===== src/rtl/alu_cmd_issuer.sv =====
// Complex-ALU command issuer: buffers commands, drives them one at a time onto the ALU pins and
// returns each ALU response (or a timeout) over a valid/ready port. Optional ALU_ISSUER_STATS_EN adds counters.
module alu_cmd_issuer #(
    parameter int unsigned DEPTH   = 4,
    parameter int unsigned TIMEOUT = 64
) (
    input  logic        clk,
    input  logic        rst_n,
    input  logic        cmd_valid,
    output logic        cmd_ready,
    input  logic [1:0]  cmd_op,
    input  logic [15:0] cmd_m1,
    input  logic [15:0] cmd_m2,
    output logic [1:0]  alu_operation,
    output logic        alu_a_valid,
    output logic        alu_b_valid,
    output logic        alu_start,
    output logic [15:0] alu_m1,
    output logic [15:0] alu_m2,
    input  logic        alu_valid,
    input  logic        alu_error,
    input  logic [47:0] alu_result,
    output logic        rsp_valid,
    input  logic        rsp_ready,
    output logic [47:0] rsp_result,
    output logic        rsp_error,
    output logic        rsp_timeout,
    output logic        busy
`ifdef ALU_ISSUER_STATS_EN
    ,
    output logic [15:0] stat_done,
    output logic [15:0] stat_err
`endif
);

    localparam int unsigned AW = (DEPTH > 1) ? $clog2(DEPTH) : 1;
    localparam int unsigned CW = AW + 1;
    localparam int unsigned TW = $clog2(TIMEOUT + 1);
    localparam logic [CW-1:0] FULL_CNT = CW'(DEPTH);
    localparam logic [TW-1:0] TO_LAST  = TW'(TIMEOUT - 1);

    typedef struct packed {
        logic [1:0]  op;
        logic [15:0] m1;
        logic [15:0] m2;
    } cmd_t;

    typedef enum logic [1:0] {IDLE, DRIVE, RESP} state_t;

    cmd_t          mem [DEPTH];
    cmd_t          head;
    logic [AW-1:0] wr_ptr;
    logic [AW-1:0] rd_ptr;
    logic [CW-1:0] count;
    logic          push;
    logic          pop;
    state_t        state;
    logic [TW-1:0] tcnt;

    // Full is judged on the registered count only, so a same-cycle pop never frees a slot early.
    assign cmd_ready = (count != FULL_CNT);
    assign push      = cmd_valid && cmd_ready;
    assign pop       = (state == IDLE) && (count != '0);
    assign busy      = (state != IDLE) || (count != '0);
    assign head      = mem[rd_ptr];

    // Command storage, no reset needed on the data array.
    always_ff @(posedge clk) begin
        if (push) begin
            mem[wr_ptr] <= {cmd_op, cmd_m1, cmd_m2};
        end
    end

    // FIFO pointers and occupancy.
    always_ff @(posedge clk or negedge rst_n) begin
        if (!rst_n) begin
            wr_ptr <= '0;
            rd_ptr <= '0;
            count  <= '0;
        end else begin
            if (push) wr_ptr <= wr_ptr + AW'(1);
            if (pop)  rd_ptr <= rd_ptr + AW'(1);
            case ({push, pop})
                2'b10:   count <= count + CW'(1);
                2'b01:   count <= count - CW'(1);
                default: count <= count;
            endcase
        end
    end

    // Issue FSM: ALU pins and response registers are all driven from here.
    always_ff @(posedge clk or negedge rst_n) begin
        if (!rst_n) begin
            state         <= IDLE;
            tcnt          <= '0;
            alu_operation <= '0;
            alu_a_valid   <= 1'b0;
            alu_b_valid   <= 1'b0;
            alu_start     <= 1'b0;
            alu_m1        <= '0;
            alu_m2        <= '0;
            rsp_valid     <= 1'b0;
            rsp_result    <= '0;
            rsp_error     <= 1'b0;
            rsp_timeout   <= 1'b0;
        end else begin
            case (state)
                IDLE: begin
                    if (pop) begin
                        alu_operation <= head.op;
                        alu_m1        <= head.m1;
                        alu_m2        <= head.m2;
                        alu_a_valid   <= 1'b1;
                        alu_b_valid   <= 1'b1;
                        alu_start     <= 1'b1;
                        tcnt          <= '0;
                        state         <= DRIVE;
                    end
                end
                DRIVE: begin
                    tcnt <= tcnt + TW'(1);
                    // A real ALU answer wins over a timeout landing in the same cycle.
                    if (alu_valid || (tcnt == TO_LAST)) begin
                        rsp_valid     <= 1'b1;
                        rsp_result    <= alu_valid ? alu_result : '0;
                        rsp_error     <= alu_valid ? alu_error : 1'b1;
                        rsp_timeout   <= !alu_valid;
                        alu_operation <= '0;
                        alu_a_valid   <= 1'b0;
                        alu_b_valid   <= 1'b0;
                        alu_start     <= 1'b0;
                        alu_m1        <= '0;
                        alu_m2        <= '0;
                        state         <= RESP;
                    end
                end
                RESP: begin
                    if (rsp_ready) begin
                        rsp_valid <= 1'b0;
                        tcnt      <= '0;
                        state     <= IDLE;
                    end
                end
                default: state <= IDLE;
            endcase
        end
    end

`ifdef ALU_ISSUER_STATS_EN
    // Saturating completion / error counters, stepped on the response handshake.
    always_ff @(posedge clk or negedge rst_n) begin
        if (!rst_n) begin
            stat_done <= '0;
            stat_err  <= '0;
        end else if (rsp_valid && rsp_ready) begin
            if (stat_done != 16'hFFFF) stat_done <= stat_done + 16'd1;
            if (rsp_error && (stat_err != 16'hFFFF)) stat_err <= stat_err + 16'd1;
        end
    end
`endif

endmodule


===== config.mk =====
export PLATFORM = sky130hd
export DESIGN_NAME = alu_cmd_issuer
export DESIGN_NICKNAME = d
export VERILOG_FILES = /design/src/rtl/alu_cmd_issuer.sv
export SDC_FILE = /design/constraint.sdc
export NUM_CORES = 1
export LEC_CHECK = 0
export ABC_AREA = 0
export CORE_AREA = 2 2 158 160
export DETAILED_ROUTE_END_ITERATION = 10
export DIE_AREA = 0 0 160 162
export PLACE_DENSITY = 0.68
export REMOVE_ABC_BUFFERS = 1
export SLEW_MARGIN = 20
export SYNTH_ARGS = -nofsm -noshare
export SYNTH_HDL_FRONTEND = slang
export SYNTH_SLANG_ARGS = --single-unit

===== constraint.sdc =====
create_clock -name clk -period 2.6 [get_ports clk]
set_input_delay 0.78 -clock clk [delete_from_list [all_inputs] [get_ports clk]]
set_output_delay 0.78 -clock clk [all_outputs]
set_load 0.005 [all_outputs]

==> flow_summary.json <==
{
  "tritoncts": "built",
  "vdd_ir_drop_max_mv": 0.6469,
  "hp-class": "in -> async",
  "final_period_minus_worst_setup_slack_ns": 2.506,
  "drtPass1Iterations": 4,
  "timing.final.crit_share_pct": 96.39,
  "cellPowerDensity_mw_per_mm2": 1196,
  "number_of_storage_elements_in_the_synthesis_netlist": 238,
  "worstPathBufferInverterCount": 1,
  "timing.critical_path.cells": "nor4_4, or2b_1, dlygate4sd2_1",
  "postSynthAreaPerCell_um2": 19.10,
  "placementRows": 57,
  "synth_cells": 464,
  "dr_total_vias": 4999,
  "top_level_ports": 178,
  "initial_utilization_pct": 36.76,
  "drt-vias-per-instance": 4.989,
  "timing.critical_path.to_type": "primary output",
  "drtAntennaViolNets": 0,
  "cts.clk_slew.worst_paths_ns": 0.06,
  "timing.critical_path.fanout_max": 2,
  "hold_viol_final": 0,
  "detailroute.wirelength.met3_um": 1496,
  "clock_sinks": 238,
  "remaining_drc_errors": 0,
  "area_growth_syn_to_layout_pct": 35.68,
  "wl_met1_um": 8174,
  "critical_path.slowest_cell": "sky130_fd_sc_hd__dfrtp_1",
  "outcome": "finished clean",
  "fin_ws_ns": 0.09391,
  "clk_path_buf_depth": 3,
  "sequential_share_of_the_synthesized_area_pct": 74.88,
  "routedWlPerCell_um": 19.44,
  "p_leak_nw": 4.567,
  "place_hpwl_um": 12330,
  "ys_types": 38,
  "hold_buffers_post_cts": 0,
  "path_class": "reg -> out",
  "cp_data_required_time_ns": 1.82,
  "wl_met2_um": 9315,
  "fillCellCount": 2037,
  "worstSetupStartpointType": "register",
  "slew_worst_pin_ns": 0.9981,
  "globalRoute.totalOverflow": 0,
  "slew_viol_final": 0,
  "grt_max_degree": 52,
  "finalSetupViolCount": 0,
  "arrival_time_at_the_worst_endpoint_ns": 1.73,
  "share_of_post_route_cells_with_drive_strength_above_1_pct": 17.26,
  "numPortBuffers": 177,
  "overall_track_demand_over_capacity_in_global_routing_pct": 15.29,
  "fmax_mhz": 399.0,
  "worstSkewPairLatency_ns": 0.52,
  "cap_violations": 0,
  "overall_die_height_um": 162,
  "timing.max_slew.rel_slack_pct": 33.30,
  "routabilityCongestion": 0.9024,
  "dp_worst_setup_slack_ns": -0.01509,
  "cpPeakStageDelay_ns": 0.41,
  "design.die.area_mm2": 0.02592,
  "layout.nets": 753,
  "tritoncts.num_buffers": 26,
  "synth_warnings": 0,
  "cts_root_buffer": "sky130_fd_sc_hd__clkbuf_16",
  "mappedNetlistArea_mm2": 0.008862,
  "final_core_utilization_pct": 49.88,
  "core_area_mm2": 0.02411,
  "die-width_um": 160,
  "drt_iter0_drc": 423,
  "highest-signal-layer": "met4",
  "antenna_violations_before_repair": 0,
  "grt_setup_unrepaired": "no",
  "htree_num_levels": 1,
  "first_global_vias": 5353,
  "critical-path-top-delay-family": "simple AND/OR/NAND/NOR gates",
  "n_antenna_cell": 0,
  "wl_um": 19480,
  "fin_skew_ns": 0.01345,
  "grt_pass1_wl_um": 31050
}
-- layer usage --
layer	up-vias	GRT usage, %
li1	2247	-
met1	2484	19.77
met2	231	26.03
met3	37	3.703
met4	0	4.177
met5	-	0
-- path summary, 6_finish.rpt --
check                                           startpoint                         end  slack (ns)  depth (start not counted)
worst max-delay path                  state[0]$_DFFE_PN0P_                        busy        0.09                          3
worst min-delay path                                 rst_n  rsp_result[33]$_DFFE_PN0P_        0.18                          1
worst max register to register         tcnt[0]$_DFFE_PN0P_      alu_m1[13]$_DFFE_PN0P_        0.37                          5
worst min register to register  rsp_result[43]$_DFFE_PN0P_  rsp_result[43]$_DFFE_PN0P_        0.50                          1
max in group asynchronous                            rst_n  rsp_result[11]$_DFFE_PN0P_        1.72                          2
min in group clk                rsp_result[43]$_DFFE_PN0P_  rsp_result[43]$_DFFE_PN0P_        0.50                          1
-- through the flow --
stage / total power [mW] / hold WS, ns / cells / cell area, µm² / TNS [ns]
after CTS: 14.63 / 0.1735 / 1002 / 12020 / 0
after detailed placement: 10.70 / 0.4804 / 951 / 11080 / -0.07172
after global routing: 15.19 / 0.1928 / 1002 / 12020 / 0
after global placement: 10.53 / 0.4830 / 951 / 11080 / 0
final: 14.39 / 0.1827 / 1002 / 12020 / 0
after floorplan: 8.167 / 0.4758 / 433 / 8665 / -15.22
-- cell families after synthesis --
group	Yosys count	synth area share, %
fa+ha+maj	7	1.073
flops	238	74.88
buf+inv	37	2.485
simple gates	38	2.612
mux	36	8.894
compound gates	102	9.459
xor+xnor	6	0.5930
-- power by group --
part | internal, mW | switching, mW
Clock | 2.35 | 1.45
Sequential | 5.20 | 0.603
Combinational | 2.75 | 2.03
-- final cells by class --
cell class	count	area [µm²]	area share, %
repair buffers	197	2021	16.81
clock buffers	32	714.4	5.942
multi-input cells	189	2027	16.86
well taps	324	405.4	3.371
clock inverters	16	191.4	1.592
flip-flops and latches	238	6643	55.24
inverters	6	22.52	0.1873
-- worst register-to-register path, delay by kind of cell, from the launching register on --
kind                       cells  cell delay, ns
DFF                            1            0.40
and+or+nand+nor                3            1.25
AOI/OAI and AO/OA              1            0.29
adders and majority gates      1            0.24
-- sequential cells by signal (all words and copies together), names as in the netlist, 3 cells and up --
register,count
alu_m1,16
alu_m2,16
count,3
mem,136
rsp_result,48
tcnt,7
-- synth_stat cells, drive strengths merged --
cell    instances  area share [%]
fa              1            0.23
and4            2            0.20
ha              6            0.85
xor2            2            0.20
a22o           83             8.2
nor3            3            0.17
dfrtp         102              29
clkbuf          5            0.21
and2            2            0.14
or4             1           0.085
mux4           34             8.6
or2b            1           0.085
nand2           7            0.30
nor3b           1           0.085
o31ai           1           0.085
o21bai          1           0.085
nor4            2            0.21
and3            4            0.28
edfxtp        136              46
buf            26             2.0
o22a            1            0.11
nand3           2            0.11
nor2b           2            0.23
a31o            1           0.099
o21a            1           0.085
xnor2           4            0.40
or3             3            0.21
nor2            5            0.30
mux2            2            0.25
o21ai           7            0.40
nand2b          3            0.21
a21oi           7            0.40
inv             6            0.25
-- layout by cell type, fill, tap and decap left out, types with 2 or more instances in the layout --
cell type	n
sky130_fd_sc_hd__inv_1	6
sky130_fd_sc_hd__clkbuf_1	3
sky130_fd_sc_hd__buf_4	13
sky130_fd_sc_hd__nor3_1	2
sky130_fd_sc_hd__nand2_1	6
sky130_fd_sc_hd__edfxtp_1	136
sky130_fd_sc_hd__clkdlybuf4s50_1	174
sky130_fd_sc_hd__xor2_1	2
sky130_fd_sc_hd__a21oi_1	7
sky130_fd_sc_hd__dfrtp_2	5
sky130_fd_sc_hd__and3_2	4
sky130_fd_sc_hd__nand3_1	2
sky130_fd_sc_hd__buf_12	8
sky130_fd_sc_hd__nand2b_1	3
sky130_fd_sc_hd__clkinv_2	5
sky130_fd_sc_hd__clkinvlp_4	2
sky130_fd_sc_hd__or3_1	3
sky130_fd_sc_hd__xnor2_1	4
sky130_fd_sc_hd__and4_1	2
sky130_fd_sc_hd__clkbuf_16	27
sky130_fd_sc_hd__a22o_1	83
sky130_fd_sc_hd__o21ai_0	7
sky130_fd_sc_hd__dfrtp_1	97
sky130_fd_sc_hd__mux4_2	34
sky130_fd_sc_hd__ha_1	6
sky130_fd_sc_hd__clkbuf_8	2
sky130_fd_sc_hd__mux2_2	2
sky130_fd_sc_hd__and2_1	2
sky130_fd_sc_hd__nor2_1	4
sky130_fd_sc_hd__inv_4	3
sky130_fd_sc_hd__bufinv_16	4
-- repair_timing --
| item | in CTS | in global routing |
|---|---|---|
| endpoints found under the setup margin | 1 | 1 |
| cloned | 0 | 0 |
| buffers inserted | 3 | 0 |
| pin swaps | 1 | 0 |
| resized for setup | 5 | 2 |
Note: power is estimated with default switching activity, not from simulation.
